File: config.mk
export PLATFORM = sky130hd
export DESIGN_NAME = instr_fetch_unit_flat
export DESIGN_NICKNAME = d
export VERILOG_FILES = /design/src/rtl/instr_fetch_unit_if.sv /design/src/rtl/instr_fetch_unit.sv /design/src/flat_wrapper.sv
export SDC_FILE = /design/constraint.sdc
export NUM_CORES = 1
export LEC_CHECK = 0
export CORE_MARGIN = 3
export CORE_UTILIZATION = 35
export CTS_CLUSTER_SIZE = 40
export DETAILED_ROUTE_END_ITERATION = 6
export SLEW_MARGIN = 40
export SYNTH_ARGS = -nofsm -noshare
export SYNTH_HDL_FRONTEND = slang
export SYNTH_SLANG_ARGS = --single-unit
File: constraint.sdc
create_clock -name CLOCK -period 2.9 [get_ports CLOCK]
set_input_delay 0.435 -clock CLOCK [delete_from_list [all_inputs] [get_ports CLOCK]]
set_output_delay 0.435 -clock CLOCK [all_outputs]
set_load 0.005 [all_outputs]
File: src/rtl/instr_fetch_unit_if.sv
// Instruction fetch bus bundle.
// Groups the instruction-memory read handshake (IMEM_*), the instruction hand-off to the
// control unit (EXEC*), the branch redirect inputs and the halt status flag.
//   master : the fetch unit (drives IMEM_REQ/ADDR, EXEC, EXEC_VALID, EXEC_PC, HALTED)
//   slave  : memory / control unit / execute side (drives ACK, RDATA, READY, REDIRECT*)
interface instr_fetch_unit_if #(
   parameter int unsigned ADDR_W = 16
);
   logic              IMEM_REQ;
   logic [ADDR_W-1:0] IMEM_ADDR;
   logic              IMEM_ACK;
   logic [15:0]       IMEM_RDATA;
   logic [15:0]       EXEC;
   logic              EXEC_VALID;
   logic              EXEC_READY;
   logic [ADDR_W-1:0] EXEC_PC;
   logic              REDIRECT;
   logic [ADDR_W-1:0] REDIRECT_PC;
   logic              HALTED;

   modport master (
      output IMEM_REQ, IMEM_ADDR, EXEC, EXEC_VALID, EXEC_PC, HALTED,
      input  IMEM_ACK, IMEM_RDATA, EXEC_READY, REDIRECT, REDIRECT_PC
   );

   modport slave (
      input  IMEM_REQ, IMEM_ADDR, EXEC, EXEC_VALID, EXEC_PC, HALTED,
      output IMEM_ACK, IMEM_RDATA, EXEC_READY, REDIRECT, REDIRECT_PC
   );
endinterface

File: src/rtl/instr_fetch_unit.sv
// Instruction fetch unit.
// Holds the fetch PC, issues one outstanding instruction-memory read at a time, buffers the
// returned word and presents it to the control unit with a valid/ready handshake. Branch
// redirects retarget fetch; a request already on the bus is never withdrawn, its data is
// dropped instead. All outputs are registered.
// Ports:
//   CLOCK : clock, rising edge
//   RESET : synchronous active-high reset
//   bus   : instr_fetch_unit_if.master (IMEM req/ack, EXEC valid/ready, REDIRECT, HALTED)
// Optional build macro HALT_DETECT_EN: stop fetching after an HLT word (bits [15:14]=2'b11,
// [7:4]=4'hF) has been consumed; only RESET leaves the halted state. Without it HALTED is 0.
module instr_fetch_unit #(
   parameter int unsigned       ADDR_W   = 16,
   parameter logic [ADDR_W-1:0] RESET_PC = '0,
   parameter logic [15:0]       NOP_WORD = 16'h8800
) (
   input logic                CLOCK,
   input logic                RESET,
   instr_fetch_unit_if.master bus
);

   typedef enum logic [1:0] {StIdle, StFetch, StHold, StHalt} state_e;

   state_e            state_q, state_d;
   logic [ADDR_W-1:0] fpc_q, fpc_d;
   logic              discard_q, discard_d;
   logic              req_q, req_d;
   logic [ADDR_W-1:0] addr_q, addr_d;
   logic [15:0]       exec_q, exec_d;
   logic              valid_q, valid_d;
   logic [ADDR_W-1:0] exec_pc_q, exec_pc_d;
`ifdef HALT_DETECT_EN
   logic              halted_q, halted_d;
`endif

   // Next fetch target: a redirect in this cycle overrides the stored PC.
   logic [ADDR_W-1:0] tgt;
   assign tgt = bus.REDIRECT ? bus.REDIRECT_PC : fpc_q;

   always_comb begin
      state_d   = state_q;
      fpc_d     = fpc_q;
      discard_d = discard_q;
      req_d     = req_q;
      addr_d    = addr_q;
      exec_d    = exec_q;
      valid_d   = valid_q;
      exec_pc_d = exec_pc_q;
`ifdef HALT_DETECT_EN
      halted_d  = halted_q;
`endif
      case (state_q)
         StIdle: begin
            fpc_d   = tgt;
            addr_d  = tgt;
            req_d   = 1'b1;
            state_d = StFetch;
         end
         StFetch: begin
            if (bus.IMEM_ACK) begin
               if (discard_q || bus.REDIRECT) begin
                  // Stale or redirected data: drop it and restart at the current target.
                  discard_d = 1'b0;
                  fpc_d     = tgt;
                  addr_d    = tgt;
               end else begin
                  exec_d    = bus.IMEM_RDATA;
                  valid_d   = 1'b1;
                  exec_pc_d = addr_q;
                  fpc_d     = addr_q + ADDR_W'(1);
                  req_d     = 1'b0;
                  state_d   = StHold;
               end
            end else if (bus.REDIRECT) begin
               // Request stays on the bus; remember to discard its data.
               fpc_d     = bus.REDIRECT_PC;
               discard_d = 1'b1;
            end
         end
         StHold: begin
            if (bus.REDIRECT) begin
               valid_d = 1'b0;
               exec_d  = NOP_WORD;
               fpc_d   = bus.REDIRECT_PC;
               addr_d  = bus.REDIRECT_PC;
               req_d   = 1'b1;
               state_d = StFetch;
            end else if (bus.EXEC_READY) begin
               valid_d = 1'b0;
               exec_d  = NOP_WORD;
`ifdef HALT_DETECT_EN
               if ((exec_q[15:14] == 2'b11) && (exec_q[7:4] == 4'hF)) begin
                  halted_d = 1'b1;
                  state_d  = StHalt;
               end else begin
                  addr_d  = fpc_q;
                  req_d   = 1'b1;
                  state_d = StFetch;
               end
`else
               addr_d  = fpc_q;
               req_d   = 1'b1;
               state_d = StFetch;
`endif
            end
         end
         StHalt: begin
            // Terminal until RESET; redirects are ignored.
         end
         default: state_d = StIdle;
      endcase
   end

   always_ff @(posedge CLOCK) begin
      if (RESET) begin
         state_q   <= StIdle;
         fpc_q     <= RESET_PC;
         discard_q <= 1'b0;
         req_q     <= 1'b0;
         addr_q    <= RESET_PC;
         exec_q    <= NOP_WORD;
         valid_q   <= 1'b0;
         exec_pc_q <= '0;
`ifdef HALT_DETECT_EN
         halted_q  <= 1'b0;
`endif
      end else begin
         state_q   <= state_d;
         fpc_q     <= fpc_d;
         discard_q <= discard_d;
         req_q     <= req_d;
         addr_q    <= addr_d;
         exec_q    <= exec_d;
         valid_q   <= valid_d;
         exec_pc_q <= exec_pc_d;
`ifdef HALT_DETECT_EN
         halted_q  <= halted_d;
`endif
      end
   end

   assign bus.IMEM_REQ   = req_q;
   assign bus.IMEM_ADDR  = addr_q;
   assign bus.EXEC       = exec_q;
   assign bus.EXEC_VALID = valid_q;
   assign bus.EXEC_PC    = exec_pc_q;
`ifdef HALT_DETECT_EN
   assign bus.HALTED     = halted_q;
`else
   assign bus.HALTED     = 1'b0;
`endif

endmodule

File: src/flat_wrapper.sv
// flat-port wrapper written by rule: the top's interface ports become plain ports
module instr_fetch_unit_flat 
#(
   parameter int unsigned       ADDR_W   = 16,
   parameter logic [ADDR_W-1:0] RESET_PC = '0,
   parameter logic [15:0]       NOP_WORD = 16'h8800
)
  (CLOCK, RESET, bus_IMEM_REQ, bus_IMEM_ADDR, bus_EXEC, bus_EXEC_VALID, bus_EXEC_PC, bus_HALTED, bus_IMEM_ACK, bus_IMEM_RDATA, bus_EXEC_READY, bus_REDIRECT, bus_REDIRECT_PC);
  instr_fetch_unit_if #(.ADDR_W(ADDR_W)) bus_i ();
  input logic CLOCK;
  input logic RESET;
  output wire logic [$bits(bus_i.IMEM_REQ)-1:0] bus_IMEM_REQ;
  output wire logic [$bits(bus_i.IMEM_ADDR)-1:0] bus_IMEM_ADDR;
  output wire logic [$bits(bus_i.EXEC)-1:0] bus_EXEC;
  output wire logic [$bits(bus_i.EXEC_VALID)-1:0] bus_EXEC_VALID;
  output wire logic [$bits(bus_i.EXEC_PC)-1:0] bus_EXEC_PC;
  output wire logic [$bits(bus_i.HALTED)-1:0] bus_HALTED;
  input wire logic [$bits(bus_i.IMEM_ACK)-1:0] bus_IMEM_ACK;
  input wire logic [$bits(bus_i.IMEM_RDATA)-1:0] bus_IMEM_RDATA;
  input wire logic [$bits(bus_i.EXEC_READY)-1:0] bus_EXEC_READY;
  input wire logic [$bits(bus_i.REDIRECT)-1:0] bus_REDIRECT;
  input wire logic [$bits(bus_i.REDIRECT_PC)-1:0] bus_REDIRECT_PC;
  assign bus_IMEM_REQ = bus_i.IMEM_REQ;
  assign bus_IMEM_ADDR = bus_i.IMEM_ADDR;
  assign bus_EXEC = bus_i.EXEC;
  assign bus_EXEC_VALID = bus_i.EXEC_VALID;
  assign bus_EXEC_PC = bus_i.EXEC_PC;
  assign bus_HALTED = bus_i.HALTED;
  assign bus_i.IMEM_ACK = bus_IMEM_ACK;
  assign bus_i.IMEM_RDATA = bus_IMEM_RDATA;
  assign bus_i.EXEC_READY = bus_EXEC_READY;
  assign bus_i.REDIRECT = bus_REDIRECT;
  assign bus_i.REDIRECT_PC = bus_REDIRECT_PC;
  instr_fetch_unit #(.ADDR_W(ADDR_W), .RESET_PC(RESET_PC), .NOP_WORD(NOP_WORD)) u_core (.CLOCK(CLOCK), .RESET(RESET), .bus(bus_i));
endmodule
==> out/qor.csv <==
stage;metric;value;unit
status;status;completed;
route;final wirelength;8400;um
floorplan;IO Pins;88;
global_route;first-pass GRT wire length;13940;um
final_layout;Core Util, Final;49.42;%
worst_setup_path;Worst setup SP type;input pin;
flow_run;max cap viols;0;
yosys;largest area contributor in the netlist;dfxtp_1;
global_route;initial antenna violation count;0;
final_layout;nets;469;
yosys;sequential fraction of the synthesis area;43.77;%
route;# DRC;0;
yosys;synthesized area;3110;um^2
clocking;Setup Fix Bufs, Post-CTS;0;
yosys;syn avg cell area;8.689;um^2
clocking;Clk Latency, worst-skew pair;0.35;ns
min_path;worst min path class;input pin to flop;
clocking;# resized after CTS;0;
clocking;CTS tree;yes;
global_route;grt ovf;0;
yosys;Cell variety after synth;54;
sta;FMAX;490.6;MHz
power_and_ir_drop;Total Power;2.184;mW
global_route;GR Util All Layers;17.28;%
route;Vias;2891;
route;detailed-router iteration count before antenna repair;5;
yosys;number of enable flip-flop cells after synthesis;0;
clocking;clock buffer count from CTS;9;
yosys;largest cells by area after synthesis;dfxtp_1 44%, a211oi_1 5.6%, mux2i_1 5.1%;
placed_design;dpl ws;0.4899;ns
worst_setup_path;WS Path Type;input pin to flop;
power_and_ir_drop;Cell Pwr Density;524.6;nW/um^2
clocking;Clk pin slew, worst setup/hold paths;0.08;ns
route;Iter 0 DRT Violations;80;
power_and_ir_drop;Max VDD drop;0.2579;mV
worst_setup_path;Crit. End Element;flop;
yosys;top-count cell post-synth;dfxtp_1;
final_layout;# diodes;0;
floorplan;Die X;100.3;um
min_path;hold path depth;2;
sta;Tcrit/Tclk final;70.29;%
route;per-cell routed wire length;15.53;um
clocking;# clock sinks;68;
power_and_ir_drop;Leakage;1.499;nW
floorplan;Site Rows;33;
yosys;Async S/R FF share, synth;0;%
worst_setup_path;Max Fanout on Critical Path;32;
final_layout;fill count;847;
sta;Hold Fails Final Rpt;0;
floorplan;Die ar.;10050;um^2
yosys;Syn Inst Count;358;
sta;Clock Skew;0.01085;ns
route;Routed Antenna Nets;0;
placed_design;Detailed Place HPWL;5735;um
placed_design;routability cong.;0.7608;
final_layout;area grow syn2layout;33.83;%
sta;Tmin final;2.038;ns
yosys;Syn Nets;396;
clocking;Max Root-Sink Buffers;2;
worst_setup_path;worst path required time;3.16;ns
yosys;FF+latch count, synth;68;
clocking;Root Driver;clkbuf_8;
yosys;commonest cells in the netlist;68 x dfxtp_1, 41 x nand2_1, 40 x nor2_1, 25 x a21oi_1, 23 x a211oi_1;
yosys;Synth Warn #;0;
sta;RSZ-0062 raised after global routing;false;
sta;WHS;0.4242;ns
clocking;hold_buf cts;0;
worst_setup_path;Reg2Reg Depth;4;
final_layout;share of cells above drive strength 1;7.339;%
yosys;Synth top area share;43.77;%
yosys;Main synth FF type;dfxtp_1;
global_route;largest net degree at the start of global routing;38;
floorplan;Die Y;100.3;um
sta;setup ws final;0.8617;ns
sta;Slew Limit Fails;0;
floorplan;initial core utilization;36.93;%
global_route;vias in the first global route;2854;
floorplan;core area;8423;um^2
clocking;CTS H-Tree Depth;3;
placed_design;Port Buffer Count;86;
worst_setup_path;WP data arrival;2.30;ns
route;routed vias/inst;5.344;
sta;final setup vio count;0;
sta;setup TNS;0;ns
[where the power goes]
group | internal [mW] | switching [mW] | total, mW
sequential | 0.992 | 0.0724 | 1.06
combinational | 0.190 | 0.154 | 0.344
clock | 0.397 | 0.378 | 0.775
total | 1.58 | 0.605 | 2.18
[per-layer routing]
layer | global-route usage [%] | share of wire, %
met1 | 21.82 | 45
met2 | 28.08 | 47
met3 | 6.046 | 6.6
met4 | 4.560 | 1.3
met5 | 0 | 0
[cell families after synthesis]
family                   synth area share (%)
multiplexers                            5.149
other                                  0.1206
adder cells (fa/ha/maj)                0.4022
AND/OR/NAND/NOR                         19.27
flip-flops                              43.77
XOR/XNOR                                1.408
AO/OA/AOI/OAI                           22.93
buffers and inverters                   6.958
[worst paths after layout]
check	endpoint	slack (ns)	startpoint
max reg2reg	u_core.fpc_q[12]	0.95	u_core.state_q[0]
min	u_core.bus.EXEC[0]	0.42	RESET
max	u_core.bus.IMEM_ADDR[15]	0.86	bus_REDIRECT
min reg2reg	u_core.fpc_q[7]	0.45	u_core.fpc_q[7]
[cells in the final DEF (no fill, tap or decap), types with 4 or more instances in the layout]
cell type         n
clkdlybuf4s50_1  85
dfxtp_1          68
nand2_1          41
nor2_1           39
a21oi_1          25
a211oi_1         23
mux2i_1          16
a22oi_1          15
o21ai_0          11
clkbuf_8          9
buf_4             9
nand3_1           8
nand4_1           8
inv_1             5
a31oi_1           5
and3_1            4
nor3_1            4
or4_1             4
[stage by stage]
stage	instance area, um^2	cells
4_1_cts	4163	541
2_1_floorplan	3110	358
3_5_place_dp	3970	525
6_report	4163	541
3_3_place_gp	3970	525
5_1_grt	4163	541
[critical path, cell delays in order]
cell and delay, ns:
clkdlybuf4s50_1 0.54, buf_4 0.39, o21ai_0 0.13, a22oi_1 0.15, buf_4 0.35, nor2_1 0.07, a311oi_1 0.23
[registers in the layout, indices dropped and copies added (netlist names)]
| register | count |
|---|---|
| u_core.bus.EXEC | 16 |
| u_core.bus.EXEC_PC | 16 |
| u_core.bus.EXEC_VALID | 1 |
| u_core.bus.IMEM_ADDR | 16 |
| u_core.discard_q | 1 |
| u_core.fpc_q | 16 |
| u_core.state_q | 2 |
[cell type report]
class | count | area (um^2) | area share (%)
clock buffers | 10 | 127.6 | 3.066
clock inverters | 6 | 65.06 | 1.563
inverters | 5 | 18.77 | 0.4509
multi-input cells | 252 | 1535 | 36.88
flip-flops and latches | 68 | 1361 | 32.70
well taps | 105 | 131.4 | 3.156
repair buffers | 95 | 923.4 | 22.18
(Power assumes the default switching activity.)
